## src/rtl/wb_stage.sv

```systemverilog
// rtl/wb_stage.sv - writeback stage with load alignment, pending-write scoreboard, optional bypass (WB_BYPASS_EN)
module wb_stage #(
    parameter int DW   = 32,
    parameter int NREG = 32
) (
    input  logic            clk,
    input  logic            rst_n,
    input  logic            in_valid,
    output logic            in_ready,
    input  logic [4:0]      in_rd,
    input  logic            in_reg_write,
    input  logic            in_is_load,
    input  logic [1:0]      in_ld_size,
    input  logic            in_ld_signed,
    input  logic [1:0]      in_addr_lo,
    input  logic [DW-1:0]   in_alu_result,
    input  logic            mem_rvalid,
    input  logic [DW-1:0]   mem_rdata,
    input  logic            iss_valid,
    input  logic [4:0]      iss_rd,
    output logic            wb_we,
    output logic [4:0]      wb_rina,
    output logic [DW-1:0]   wb_din,
    output logic [NREG-1:0] busy,
    output logic            byp_valid,
    output logic [4:0]      byp_rd,
    output logic [DW-1:0]   byp_data
);

    typedef enum logic [1:0] {
        S_IDLE     = 2'd0,
        S_WRITE    = 2'd1,
        S_WAIT_MEM = 2'd2
    } state_t;

    state_t          state_q, state_d;
    logic            wb_we_q, wb_we_d;
    logic [4:0]      wb_rina_q, wb_rina_d;
    logic [DW-1:0]   wb_din_q, wb_din_d;
    logic [NREG-1:0] busy_q, busy_d;
    logic [4:0]      ld_rd_q, ld_rd_d;
    logic            ld_we_q, ld_we_d;
    logic [1:0]      ld_size_q, ld_size_d;
    logic            ld_signed_q, ld_signed_d;
    logic [1:0]      ld_addr_q, ld_addr_d;

    logic [7:0]      ld_byte;
    logic [15:0]     ld_half;
    logic [DW-1:0]   ld_ext;
    logic            accept;

    assign in_ready = (state_q != S_WAIT_MEM);
    assign accept   = in_valid && in_ready;
    assign wb_we    = wb_we_q;
    assign wb_rina  = wb_rina_q;
    assign wb_din   = wb_din_q;
    assign busy     = busy_q;

    // Select the addressed lane of the returned word and extend it to full width
    always_comb begin
        ld_byte = 8'h00;
        ld_half = 16'h0000;
        ld_ext  = mem_rdata;
        case (ld_addr_q)
            2'd0:    ld_byte = mem_rdata[7:0];
            2'd1:    ld_byte = mem_rdata[15:8];
            2'd2:    ld_byte = mem_rdata[23:16];
            default: ld_byte = mem_rdata[31:24];
        endcase
        ld_half = ld_addr_q[1] ? mem_rdata[31:16] : mem_rdata[15:0];
        case (ld_size_q)
            2'b00:   ld_ext = ld_signed_q ? {{24{ld_byte[7]}}, ld_byte} : {24'h000000, ld_byte};
            2'b01:   ld_ext = ld_signed_q ? {{16{ld_half[15]}}, ld_half} : {16'h0000, ld_half};
            default: ld_ext = mem_rdata;
        endcase
    end

    // Next-state logic: accept entries, park loads until data returns, produce one write per retire
    always_comb begin
        state_d     = state_q;
        wb_we_d     = 1'b0;
        wb_rina_d   = wb_rina_q;
        wb_din_d    = wb_din_q;
        ld_rd_d     = ld_rd_q;
        ld_we_d     = ld_we_q;
        ld_size_d   = ld_size_q;
        ld_signed_d = ld_signed_q;
        ld_addr_d   = ld_addr_q;
        case (state_q)
            S_WAIT_MEM: begin
                if (mem_rvalid) begin
                    wb_we_d   = ld_we_q && (ld_rd_q != 5'd0);
                    wb_rina_d = ld_rd_q;
                    wb_din_d  = ld_ext;
                    state_d   = S_WRITE;
                end
            end
            default: begin
                if (accept) begin
                    if (in_is_load) begin
                        ld_rd_d     = in_rd;
                        ld_we_d     = in_reg_write;
                        ld_size_d   = in_ld_size;
                        ld_signed_d = in_ld_signed;
                        ld_addr_d   = in_addr_lo;
                        state_d     = S_WAIT_MEM;
                    end else begin
                        wb_we_d   = in_reg_write && (in_rd != 5'd0);
                        wb_rina_d = in_rd;
                        wb_din_d  = in_alu_result;
                        state_d   = S_WRITE;
                    end
                end else begin
                    state_d = S_IDLE;
                end
            end
        endcase
    end

    // Scoreboard: retire the register being written, then mark the newly issued one (newer wins)
    always_comb begin
        busy_d = busy_q;
        if (wb_we_q) begin
            busy_d[wb_rina_q] = 1'b0;
        end
        if (iss_valid && (iss_rd != 5'd0)) begin
            busy_d[iss_rd] = 1'b1;
        end
        busy_d[0] = 1'b0;
    end

    // State and output registers; reset drops any pending load
    always_ff @(posedge clk) begin
        if (!rst_n) begin
            state_q     <= S_IDLE;
            wb_we_q     <= 1'b0;
            wb_rina_q   <= 5'd0;
            wb_din_q    <= '0;
            busy_q      <= '0;
            ld_rd_q     <= 5'd0;
            ld_we_q     <= 1'b0;
            ld_size_q   <= 2'b00;
            ld_signed_q <= 1'b0;
            ld_addr_q   <= 2'b00;
        end else begin
            state_q     <= state_d;
            wb_we_q     <= wb_we_d;
            wb_rina_q   <= wb_rina_d;
            wb_din_q    <= wb_din_d;
            busy_q      <= busy_d;
            ld_rd_q     <= ld_rd_d;
            ld_we_q     <= ld_we_d;
            ld_size_q   <= ld_size_d;
            ld_signed_q <= ld_signed_d;
            ld_addr_q   <= ld_addr_d;
        end
    end

`ifdef WB_BYPASS_EN
    assign byp_valid = wb_we_q;
    assign byp_rd    = wb_rina_q;
    assign byp_data  = wb_din_q;
`else
    assign byp_valid = 1'b0;
    assign byp_rd    = 5'd0;
    assign byp_data  = '0;
`endif

endmodule

```

## config.mk

```make
export PLATFORM = sky130hd
export DESIGN_NAME = wb_stage
export DESIGN_NICKNAME = d
export VERILOG_FILES = /design/src/rtl/wb_stage.sv
export SDC_FILE = /design/constraint.sdc
export NUM_CORES = 1
export LEC_CHECK = 0
export CORE_UTILIZATION = 38
export CTS_CLUSTER_DIAMETER = 200
export DETAILED_ROUTE_END_ITERATION = 8
export GPL_TIMING_DRIVEN = 0
export PLACE_DENSITY = 0.77
export SKIP_CTS_REPAIR_TIMING = 1
export SYNTH_ARGS = -nofsm -noshare
export SYNTH_HDL_FRONTEND = slang
export SYNTH_SLANG_ARGS = --single-unit
```

## constraint.sdc

```tcl
create_clock -name clk -period 1.7 [get_ports clk]
set_input_delay 0.425 -clock clk [delete_from_list [all_inputs] [get_ports clk]]
set_output_delay 0.425 -clock clk [all_outputs]
set_load 0.05 [all_outputs]
```

==> metrics.csv <==
metric;value;unit
status;finished, violations left;
failing checks;setup timing;
Slew Viols, Final;0;
CP max FO;10;
RSZ-0062 raised after global routing;true;
RR Startpoint;ld_size_q[0];
Hold Fails Final Rpt;0;
Starting DRT DRC Count;216;
Synth Instances;539;
R2R Path End;wb_din[6];
Slew HR;53.6;%
cells along the critical path;nor2b_1 -> buf_4 -> inv_4 -> buf_4 -> buf_6;
GRT overflow;0;
CTS root buffer;clkbuf_16;
Synth top area share;37.2;%
leakage power;3.79;nW
Reg clk slew, reported paths;70;ps
Core ar.;11100;sq um
Area after DPL;6280;sq um
I/O Buffers;155;
Finished Cell Area;7050;sq um
Chip Width;110;microns
Post-Synthesis Cell Area;4410;sq um
first-pass GRT wire length;23600;microns
number of core rows;38;
Worst Setup Start Kind;register;
Crit path max-delay family;buffers and inverters;
RePlAce Congestion;0.896;
FF-to-FF path depth;5;
hold wc startpoint;wb_din[7];
CP max stage delay;310;ps
Layout Nets;837;
final critical-path required period;1850;ps
Worst path most repeated cell;buf_4;
share of flip-flops with an asynchronous set or reset;0;%
Post-DRT Antenna Nets;0;
Hold Crit Class;register to register;
CTS buffer count;9;
Multi-input gate area;2570;sq um
hold path endpoint;wb_din[7];
via/cell ratio;5.51;
Via Count;4938;
Hold Crit Depth;2;
total clock sinks;82;
number of enable flip-flop cells after synthesis;0;
most frequent cells in the layout;clkdlybuf4s50_1, dfxtp_1, dlymetal6s2s_1;
power per cell area;810;nW/um^2
Yosys top cell by area;dfxtp_1;
Worst Path Buf+Inv;4;
layout cells sized above 1;16.7;%
Setup WS post-layout;-152;ps
CTS HTree Levels;3;
sequential share of the synthesized area;37.2;%
CP max-delay cell;dfxtp_1;
Layout fillers;928;
die footprint;12000;sq um
Crit. path cell count;5;
post-synthesis cell type count;48;
critical path type;register to output port;
Synth Warn #;0;
WL final;16100;microns
Register Area;1640;sq um
worst slew pin tran;693;ps
largest net degree at the start of global routing;16;
setup slack, reg-to-reg;-100;ps
total chip power;0.00571;W
Avg WL per Cell;17.9;microns
syn avg cell area;8.19;sq um
ys flop type;dfxtp_1;
Overall Global Routing Usage;25.5;%
vias in the first global route;4820;
Final setup viols;12;
CTS tree;built;
maximum root-to-sink buffer count;2;
starting density of the core;39.8;%
# DRC;0;
VDD IR-drop max;0.000563;V
Final period util;109;%
Seq cells post-synth;82;
estimated wirelength of the detail-placed design;11900;microns
Area contributors post-synth;dfxtp_1, buf_4, a21oi_1, o21ai_0, nand2_1;
initial antenna violation count;1;
worst skew pair latency;340;ps
Worst setup EP type;output port;
Clock Skew;14.9;ps
number of max-cap violations;0;
Worst Path Arrival;1430;ps
most common cell after layout, fill and taps aside;clkdlybuf4s50_1;
IO Pins;195;
Die Span Y;110;microns
synth-to-layout area growth;59.8;%
max frequency;540;MHz
CP required;1270;ps
drt pass-1 iters;6;
layer usage:
metal / up-vias / global-route usage [%] / wire [microns]
li1: 2336 / - / -
met1: 2294 / 27.6 / 5980
met2: 269 / 46.7 / 8090
met3: 39 / 6.82 / 1570
met4: 0 / 10.5 / 419
met5: - / 0 / 0
synthesized netlist by cell type (all sizes together), types with 2 or more instances:
master / count
o21ai: 44
o21bai: 2
o22ai: 23
and3b: 7
a221oi: 6
buf: 56
a2111oi: 3
and2: 15
and3: 3
nor3: 4
a22oi: 8
a21oi: 45
or3b: 2
nand3: 19
inv: 4
nand2b: 4
nand3b: 7
dfxtp: 82
o31ai: 17
mux2i: 14
nor4: 15
or4: 2
nor2b: 7
a211oi: 2
nor3b: 4
a211o: 5
or3: 9
a32o: 7
clkbuf: 25
a311oi: 5
nor2: 27
nand2: 57
registers in the layout (all words and copies together), names as in the netlist:
register	flops
ld_addr_q	2
state_q	2
wb_din	32
ld_rd_q	5
busy	31
ld_signed_q	1
ld_size_q	2
ld_we_q	1
wb_we	1
wb_rina	5
worst register-to-register path, cell delays in order, from the launching register on:
cell,delay [ps]
dfxtp_1,310
buf_2,180
nand2b_2,250
buf_2,210
a2111oi_1,510
o221a_1,290
power by group:
group / switching (W) / total, W / internal [W]
logic: 0.000972 / 0.00159 / 0.000613
registers: 0.0000584 / 0.00207 / 0.00201
clock network: 0.000856 / 0.00205 / 0.00120
layout make-up:
cell class                 count  area share (%)
sequential                    82            23.3
buffer                        81            7.35
timing repair buffer         163            25.7
clock buffer                  10            3.39
clock inverter                 6            1.01
inverter                       4           0.248
multi-input combinational    410            36.4
antenna                        1          0.0355
tap                          140            2.48
stage by stage:
step,utilization [%],hold slack (ps),TNS (ps),std cells,setup WS (ps)
global placement,56.7,461,-34110,872,-688
CTS,59.5,478,-24360,888,-912
detailed placement,56.7,467,-34850,872,-724
global route,63.6,496,-1870,897,-207
floorplan,-,452,0,577,139
finish,63.6,470,-508,897,-152
kinds of logic (layout without fill, tap and decap cells):
logic type / after synthesis / count (layout) / share of synthesized area (%)
DFF: 82 / 82 / 37.2
and+or+nand+nor: 182 / 182 / 21.3
other: 1 / 40 / 0.0850
AOI/OAI and AO/OA: 175 / 175 / 27.0
buffers and inverters: 85 / 264 / 11.3
muxes: 14 / 14 / 3.18
worst max-delay path by stage:
| stage | from | end | slack, ps |
|---|---|---|---|
| final | state_q[1] | in_ready | -150 |
| after floorplan | wb_rina[4] | busy[19] | 140 |
| after global routing | state_q[1] | in_ready | -210 |
| after detailed placement | mem_rvalid | wb_din[27] | -720 |
| after global placement | mem_rvalid | wb_din[27] | -690 |
| after CTS | state_q[1] | in_ready | -910 |
Power figures use the tool's default switching activity.
